`config.mk`:
```
export PLATFORM = sky130hd
export DESIGN_NAME = innings_scorer
export DESIGN_NICKNAME = d
export VERILOG_FILES = /design/src/rtl/innings_scorer.sv
export SDC_FILE = /design/constraint.sdc
export NUM_CORES = 1
export LEC_CHECK = 0
export CORE_ASPECT_RATIO = 0.8
export CORE_MARGIN = 8
export CORE_UTILIZATION = 55
export DETAILED_ROUTE_END_ITERATION = 7
export PLACE_DENSITY_LB_ADDON = 0.08
export REMOVE_ABC_BUFFERS = 1
export SYNTH_ARGS = -nofsm -noshare
export SYNTH_HDL_FRONTEND = slang
export SYNTH_SLANG_ARGS = --single-unit
```
`constraint.sdc`:
```
create_clock -name clk -period 2.42 [get_ports clk]
set_clock_uncertainty 0.1 [all_clocks]
set_input_delay 0.484 -clock clk [delete_from_list [all_inputs] [get_ports clk]]
set_output_delay 0.484 -clock clk [all_outputs]
set_load 0.05 [all_outputs]
```
`src/rtl/innings_scorer.sv`:
```
// Single-innings cricket scorer: valid/ready delivery events drive an IDLE/PLAY/DONE FSM.
// Optional chase target check enabled by defining INNINGS_SCORER_TARGET_EN.
module innings_scorer #(
  parameter int BALLS_PER_OVER = 6,
  parameter int MAX_OVERS      = 20,
  parameter int MAX_WICKETS    = 10,
  parameter int SCORE_W        = 9,
  parameter int OVER_W         = 5
) (
  input  logic               clk,
  input  logic               reset,
  input  logic               start,
  input  logic               evt_valid,
  output logic               evt_ready,
  input  logic [1:0]         evt_type,
  input  logic [2:0]         evt_runs,
`ifdef INNINGS_SCORER_TARGET_EN
  input  logic [SCORE_W-1:0] target,
`endif
  output logic [SCORE_W-1:0] score,
  output logic [SCORE_W-1:0] extras,
  output logic [3:0]         wickets,
  output logic [OVER_W-1:0]  overs,
  output logic [3:0]         balls,
  output logic               striker,
  output logic               innings_done,
  output logic [1:0]         done_reason,
  output logic               evt_err
);

  typedef enum logic [1:0] {
    ST_IDLE = 2'd0,
    ST_PLAY = 2'd1,
    ST_DONE = 2'd2
  } state_e;

  localparam logic [1:0]        EVT_LEGAL  = 2'd0;
  localparam logic [1:0]        EVT_WIDE   = 2'd1;
  localparam logic [1:0]        EVT_NOBALL = 2'd2;
  localparam logic [1:0]        EVT_WICKET = 2'd3;
  localparam logic [3:0]        LAST_BALL  = 4'(BALLS_PER_OVER - 1);
  localparam logic [3:0]        WKT_LIM    = 4'(MAX_WICKETS);
  localparam logic [OVER_W-1:0] OVR_LIM    = OVER_W'(MAX_OVERS);

  // Saturating add: a carry out of the counter clamps it at all-ones.
  function automatic logic [SCORE_W-1:0] sat_add(input logic [SCORE_W-1:0] a,
                                                 input logic [3:0] b);
    logic [SCORE_W:0] sum;
    sum = {1'b0, a} + {{(SCORE_W-3){1'b0}}, b};
    return sum[SCORE_W] ? {SCORE_W{1'b1}} : sum[SCORE_W-1:0];
  endfunction

  state_e             state_q, state_d;
  logic [SCORE_W-1:0] score_q, score_d, extras_q, extras_d;
  logic [3:0]         wickets_q, wickets_d, balls_q, balls_d;
  logic [OVER_W-1:0]  overs_q, overs_d;
  logic               striker_q, striker_d, err_q, err_d;
  logic [1:0]         reason_q, reason_d;
  logic               ready_s, accept_s, counts_s, over_done_s, target_hit_s;
  logic [3:0]         runs_s;

  assign ready_s  = (state_q == ST_PLAY) && !start;
  assign accept_s = evt_valid && ready_s;
  assign runs_s   = {1'b0, evt_runs};

  // Next-state: start clears everything; otherwise an accepted event updates the tallies.
  always_comb begin
    state_d      = state_q;
    score_d      = score_q;
    extras_d     = extras_q;
    wickets_d    = wickets_q;
    balls_d      = balls_q;
    overs_d      = overs_q;
    striker_d    = striker_q;
    reason_d     = reason_q;
    err_d        = 1'b0;
    counts_s     = 1'b0;
    over_done_s  = 1'b0;
    target_hit_s = 1'b0;
    if (start) begin
      state_d   = ST_PLAY;
      score_d   = '0;
      extras_d  = '0;
      wickets_d = 4'd0;
      balls_d   = 4'd0;
      overs_d   = '0;
      striker_d = 1'b0;
      reason_d  = 2'd0;
    end else if (accept_s) begin
      if (evt_runs == 3'd7) begin
        err_d = 1'b1;
      end else begin
        case (evt_type)
          EVT_LEGAL: begin
            score_d  = sat_add(score_q, runs_s);
            counts_s = 1'b1;
          end
          EVT_WIDE: begin
            score_d  = sat_add(score_q, runs_s + 4'd1);
            extras_d = sat_add(extras_q, runs_s + 4'd1);
          end
          EVT_NOBALL: begin
            score_d  = sat_add(score_q, runs_s + 4'd1);
            extras_d = sat_add(extras_q, 4'd1);
          end
          EVT_WICKET: begin
            score_d   = sat_add(score_q, runs_s);
            wickets_d = wickets_q + 4'd1;
            counts_s  = 1'b1;
          end
          default: begin
            counts_s = 1'b0;
          end
        endcase
        over_done_s = counts_s && (balls_q >= LAST_BALL);
        if (over_done_s) begin
          balls_d = 4'd0;
          overs_d = overs_q + OVER_W'(1);
        end else if (counts_s) begin
          balls_d = balls_q + 4'd1;
        end else begin
          balls_d = balls_q;
        end
        // Odd runs swap ends, and so does the change of over; together they cancel.
        striker_d = striker_q ^ evt_runs[0] ^ over_done_s;
      end
`ifdef INNINGS_SCORER_TARGET_EN
      target_hit_s = (target != '0) && (score_d >= target);
`else
      target_hit_s = 1'b0;
`endif
      if (target_hit_s) begin
        state_d  = ST_DONE;
        reason_d = 2'd3;
      end else if (wickets_d == WKT_LIM) begin
        state_d  = ST_DONE;
        reason_d = 2'd1;
      end else if (overs_d == OVR_LIM) begin
        state_d  = ST_DONE;
        reason_d = 2'd2;
      end else begin
        state_d  = state_q;
      end
    end else begin
      state_d = state_q;
    end
  end

  // State and counter registers with asynchronous clear.
  always_ff @(posedge clk or posedge reset) begin
    if (reset) begin
      state_q   <= ST_IDLE;
      score_q   <= '0;
      extras_q  <= '0;
      wickets_q <= 4'd0;
      balls_q   <= 4'd0;
      overs_q   <= '0;
      striker_q <= 1'b0;
      reason_q  <= 2'd0;
      err_q     <= 1'b0;
    end else begin
      state_q   <= state_d;
      score_q   <= score_d;
      extras_q  <= extras_d;
      wickets_q <= wickets_d;
      balls_q   <= balls_d;
      overs_q   <= overs_d;
      striker_q <= striker_d;
      reason_q  <= reason_d;
      err_q     <= err_d;
    end
  end

  assign evt_ready    = ready_s;
  assign score        = score_q;
  assign extras       = extras_q;
  assign wickets      = wickets_q;
  assign overs        = overs_q;
  assign balls        = balls_q;
  assign striker      = striker_q;
  assign innings_done = (state_q == ST_DONE);
  assign done_reason  = reason_q;
  assign evt_err      = err_q;

endmodule

```
# --- Word level (Yosys, flattened, before mapping) ---
# Index checks and enable logic that the tools add are counted.
word_totals:
  register_bits: 37
  in_bits: 9
  output_inout_bits: 37
  elab_cells: 90
op_classes:
  add_sub_neg: 8
  n_lt_le_gt_ge: 1
  eq_ne: 9
  mux: 46
  bitwise: 2
  n_reduce_logical: 15
op_table:
  columns: ["operator", "n"]
  rows:
  - ["9-bit 2-to-1 mux", 10]
  - ["4-bit 2-to-1 mux", 11]
  - ["9-bit one-hot mux with 2 select lines", 2]
  - ["5-bit 2-to-1 mux", 6]
  - ["9-bit by 4-bit adder with 10-bit output", 2]
  - ["2-bit 2-to-1 mux", 7]
  - ["9-bit by 1-bit adder with 10-bit output, second input constant", 1]
  - ["9-bit by 3-bit adder with 10-bit output", 1]
  - ["1-bit 2-to-1 mux", 10]
  - ["3-bit nonzero test", 3]
  - ["4-bit by 1-bit adder with 4-bit output, second input constant", 2]
  - ["2-bit equality test, second input constant", 3]
  - ["3-bit AND reduction", 2]
  - ["5-bit by 1-bit adder with 5-bit output, second input constant", 1]
  - ["5-bit equality test, second input constant", 1]
  - ["3-bit by 1-bit adder with 4-bit output, second input constant", 1]
  - ["2-bit by 1-bit equality test with 1-bit output, second input constant", 2]
  - ["4-bit equality test, second input constant", 1]
  - ["4-bit by 3-bit >= comparator with 1-bit output, second input constant", 1]
  - ["2-bit AND reduction", 2]
  - ["2-bit OR reduction", 2]
  - ["3-bit equality test, second input constant", 1]
  - ["1-bit logical AND", 3]
  - ["2-bit zero test", 1]
  - ["4 further kinds", 5]

# --- Longest topological paths before layout ---
depth:
  depth_word: 16
  mapped_depth: 8

# --- Worst setup path after synthesis ---
# No wires, ideal clock.
synth_timing:
  path_kind: "flip-flop to flip-flop"
  start: "reg score_q[0] (netlist: score[0])"
  end: "reg score_q[8] (netlist: score[8])"
  setup_time_ns: 0.129
  t_arrival_ns: 2.425
  path_slack_ns: -0.233
  stages_incl_launch_ff: 9
  path_buffers: 0
  period_less_slack_ns: 2.653
  cell_sequence: "dfrtp_1 ha_1 inv_1 fa_1 nor2b_1 o21ai_1 or4_1 o2111ai_1 nand3_1"
synth_between:
  elab_chain_cells: 6
synth_lines:
  columns: ["element", "line_no", "rtl"]
  rows:
  - ["start, declared", "54", "logic [SCORE_W-1:0] score_q, score_d, extras_q, extras_d;"]
  - ["start signal, assigned", "163", "score_q <= score_d;"]
  - ["9-bit by 3-bit adder with 10-bit output / 9-bit by 4-bit adder with 10-bit output (equally long branches)", "49", "sum = {1'b0, a} + {{(SCORE_W-3){1'b0}}, b};"]
  - ["9-bit 2-to-1 mux", "50", "return sum[SCORE_W] ? {SCORE_W{1'b1}} : sum[SCORE_W-1:0];"]
  - ["9-bit one-hot mux with 2 select lines (*)", "93", "case (evt_type)"]
  - ["9-bit 2-to-1 mux (*)", "90", "if (evt_runs == 3'd7) begin"]
  - ["9-bit 2-to-1 mux (*)", "89", "end else if (accept_s) begin"]
  - ["9-bit 2-to-1 mux (*)", "80", "if (start) begin"]
# Every way passes the cells marked *; elsewhere a longest branch is shown, timed or not. The select of a mux whose other input is x is not followed.
# A chain may end at the register's enable or synchronous reset.

# --- Worst setup path in the final report ---
layout_timing:
  start: "in evt_runs[1]"
  end: "reg extras_q[2] (netlist: extras[2])"
layout_between:
  elab_chain_cells: 7
layout_lines:
  columns: ["element", "line_no", "rtl"]
  rows:
  - ["start, declared", "16", "input logic [2:0] evt_runs,"]
  - ["3-bit by 1-bit adder with 4-bit output", "100", "extras_d = sat_add(extras_q, runs_s + 4'd1);"]
  - ["9-bit by 4-bit adder with 10-bit output", "49", null]
  - ["9-bit 2-to-1 mux", "50", null]
  - ["9-bit one-hot mux with 2 select lines", "93", null]
  - ["9-bit 2-to-1 mux", "90", null]
  - ["9-bit 2-to-1 mux", "89", null]
  - ["9-bit 2-to-1 mux", "80", null]
  - ["end signal, assigned", "164", "extras_q <= extras_d;"]
  - ["end, declared", "54", null]
# Parallel ways exist; a longest one is shown, timed or not. The select of a mux whose other input is x is not followed.

==> reports/results.ini <==
[yosys]
synth-async-reset-ratio=1.000
synth_edf_count=0
ys_warn_count=0
yosysSeqAreaShare=0.3054
synthCells=342
synth-seq-cells=37
synth_ff_type=dfrtp_1
syn_area_um2=3032
syn_avg_cell_area_um2=8.864
synth_cell_type_count=72

[routing]
drc_errors=0
drtIter0Drc=158
ant_nets=0
wl_per_cell_um=17.36
dr.pass1.iters=5
vias=3130
wirelength_um=8886
vias_per_cell=6.113

[min_path]
min-delay-start=score[1]
whs_path_depth=2
hold_path_class=reg -> reg
min_to=score[1]

[grt]
grt_start_max_net_pins=38
grt_overflow=0
grt_pass1_vias=3114
antenna_found_initial=0
grt_usage=0.2305
grt_pass1_wl_um=15080

[floorplan]
die_y_um=82.41
start_util=0.5640
dieArea_um2=8159
core_um2=5375
fp-row-count=24
top_level_ports=46
dieWidth_um=99.01

[worst_setup_path]
cp-start-kind=input pin
regToRegSetupSlack_ps=200
r2r-end=score[8]
worstPathMaxFanout=8
r2r_cells=9
cp.required_ps=2560
r2r-start=score[0]
critPathKind=in -> reg
crit_arrival_ps=2480
critPathCaptureType=flop

[pwr]
power_frac_comb=0.372
power_density_nw_per_um2=424.6
ir_worst_vdd_mv=0.2821
p_clk_frac=0.247
power_uw=1787
p_sw_uw=647.6
cell_internal_pwr_uw=1140
swShare=0.3624
power_frac_seq=0.382
cellLeakagePower_uw=0.001810

[clocking]
ctsHoldBuffers=0
cts_root_buffer=clkbuf_8
clock_sinks=37
clock_latency_ps=300
clk_pin_slew_worst_paths_ps=80
ctsHtreeMaxLevel=2
cts_tree=built
clock_path_buffers=2
cts_inserted_buffers=5

[sta]
slew_violations=0
rsz0062_at_grt=false
setup-violations-final=0
slew_headroom=0.6462
period_minus_slack_ps=2345
hold_viol=0
max_freq_mhz=426.4
worst_pin_slew_ps=529.1
post-route-period-util=0.9691

[cells_and_area]
drive_gt1_frac=0.2304
final_common_cell=buf_4
area_growth_syn_to_layout_pct=38.84
diodes=0
mostFrequentLayoutCells=buf_4, clkdlybuf4s50_1, dfrtp_1
postLayoutCellArea_um2=4209
final_nets=480

[placement]
place.gp.congestion=0.8839
place_hpwl_um=6443
port_buffers=45
dpl_cell_area_um2=3971

[run_status]
status=complete, no violations

[job]
max_cap_viol_count=0

routing by layer:
layer  routed length (um)  vias to the layer above  part of all wire  track usage
met5                    0                        -                 0            0
met4                  191                        0             0.021      0.09771
met3                  485                       21             0.055      0.04858
met2                 4233                      105              0.48       0.3943
met1                 3975                     1515              0.45       0.2809
li1                     -                     1489                 -            -
synthesized netlist by cell type, drive strengths merged (6+ instances only):
| cell | instances | area [um2] |
|---|---|---|
| nor2 | 30 | 117.6 |
| dfrtp | 37 | 925.9 |
| a21o | 6 | 45.04 |
| nor3 | 9 | 61.31 |
| a21oi | 12 | 63.81 |
| o21ai | 24 | 120.1 |
| o211ai | 6 | 50.05 |
| nand4 | 6 | 43.79 |
| ha | 22 | 275.3 |
| nand2 | 28 | 105.1 |
| xnor2 | 12 | 105.1 |
| buf | 10 | 51.30 |
| nand3 | 14 | 80.08 |
| inv | 21 | 78.83 |
timing repair:
| item | 4_1_cts | 5_1_grt |
|---|---|---|
| pin swaps | 6 | 0 |
| setup buffers | 2 | 0 |
| endpoints found under the setup margin | 21 | 3 |
| gates resized for setup | 21 | 6 |
worst max-delay path, stage by stage:
cell,delay (ps)
dlygate4sd2_1,280
ha_4,180
ha_4,290
ha_4,140
buf_4,120
o21ai_2,60
o21bai_1,230
a21oi_2,80
buf_4,160
a221oi_1,310
a21o_1,130
power by group through the flow:
stage	Sequential [uW]	Clock (uW)	Combinational, uW
finish	682	441	665
floorplan	774	0	256
CTS	681	448	643
global placement	690	0	585
detailed placement	690	0	595
global route	687	468	719
area by class of cell:
cell class                 count  area [um2]
tap                           65       81.33
inverter                      21       78.83
multi-input combinational    271        2102
timing repair buffer         110       938.4
clock inverter                 2       10.01
sequential                    37       925.9
fill                         376        1166
clock buffer                   6       72.57
worst max-delay path by stage:
stage | cells after the start | to | start
4_1_cts | 8 | score[8] | evt_type[0]
5_1_grt | 11 | score[0] | evt_runs[1]
6_report | 11 | extras[2] | evt_runs[1]
3_5_place_dp | 9 | score[3] | evt_runs[0]
2_1_floorplan | 8 | score[8] | score[0]
3_3_place_gp | 9 | score[7] | evt_runs[0]
cells by family after synthesis:
group | Yosys count | synth area share
flops | 37 | 0.3054
xor+xnor | 16 | 0.04622
compound gates | 106 | 0.2654
mux | 5 | 0.01651
fa+ha+maj | 25 | 0.1106
simple gates | 119 | 0.2092
buf+inv | 34 | 0.04664
registers in the layout (all words and copies together), names as in the netlist:
register     flops
extras           9
score            9
overs            5
balls            4
wickets          4
done_reason      2
state_q          2
evt_err          1
striker          1
through the flow:
| step | util | TNS, ps | hold WS, ps | std cells | setup slack (ps) |
|---|---|---|---|---|---|
| global route | 0.7831 | 0 | 487.3 | 512 | 2.335 |
| global placement | 0.7388 | -12240 | 431.1 | 502 | -572.9 |
| floorplan | - | -282.9 | 447.1 | 329 | -233.6 |
| finish | 0.7831 | 0 | 470.5 | 512 | 74.74 |
| detailed placement | 0.7388 | -13850 | 458.3 | 502 | -679.4 |
| CTS | 0.7775 | 0 | 476.9 | 512 | 39.71 |
Note: power is estimated with default switching activity, not from simulation.
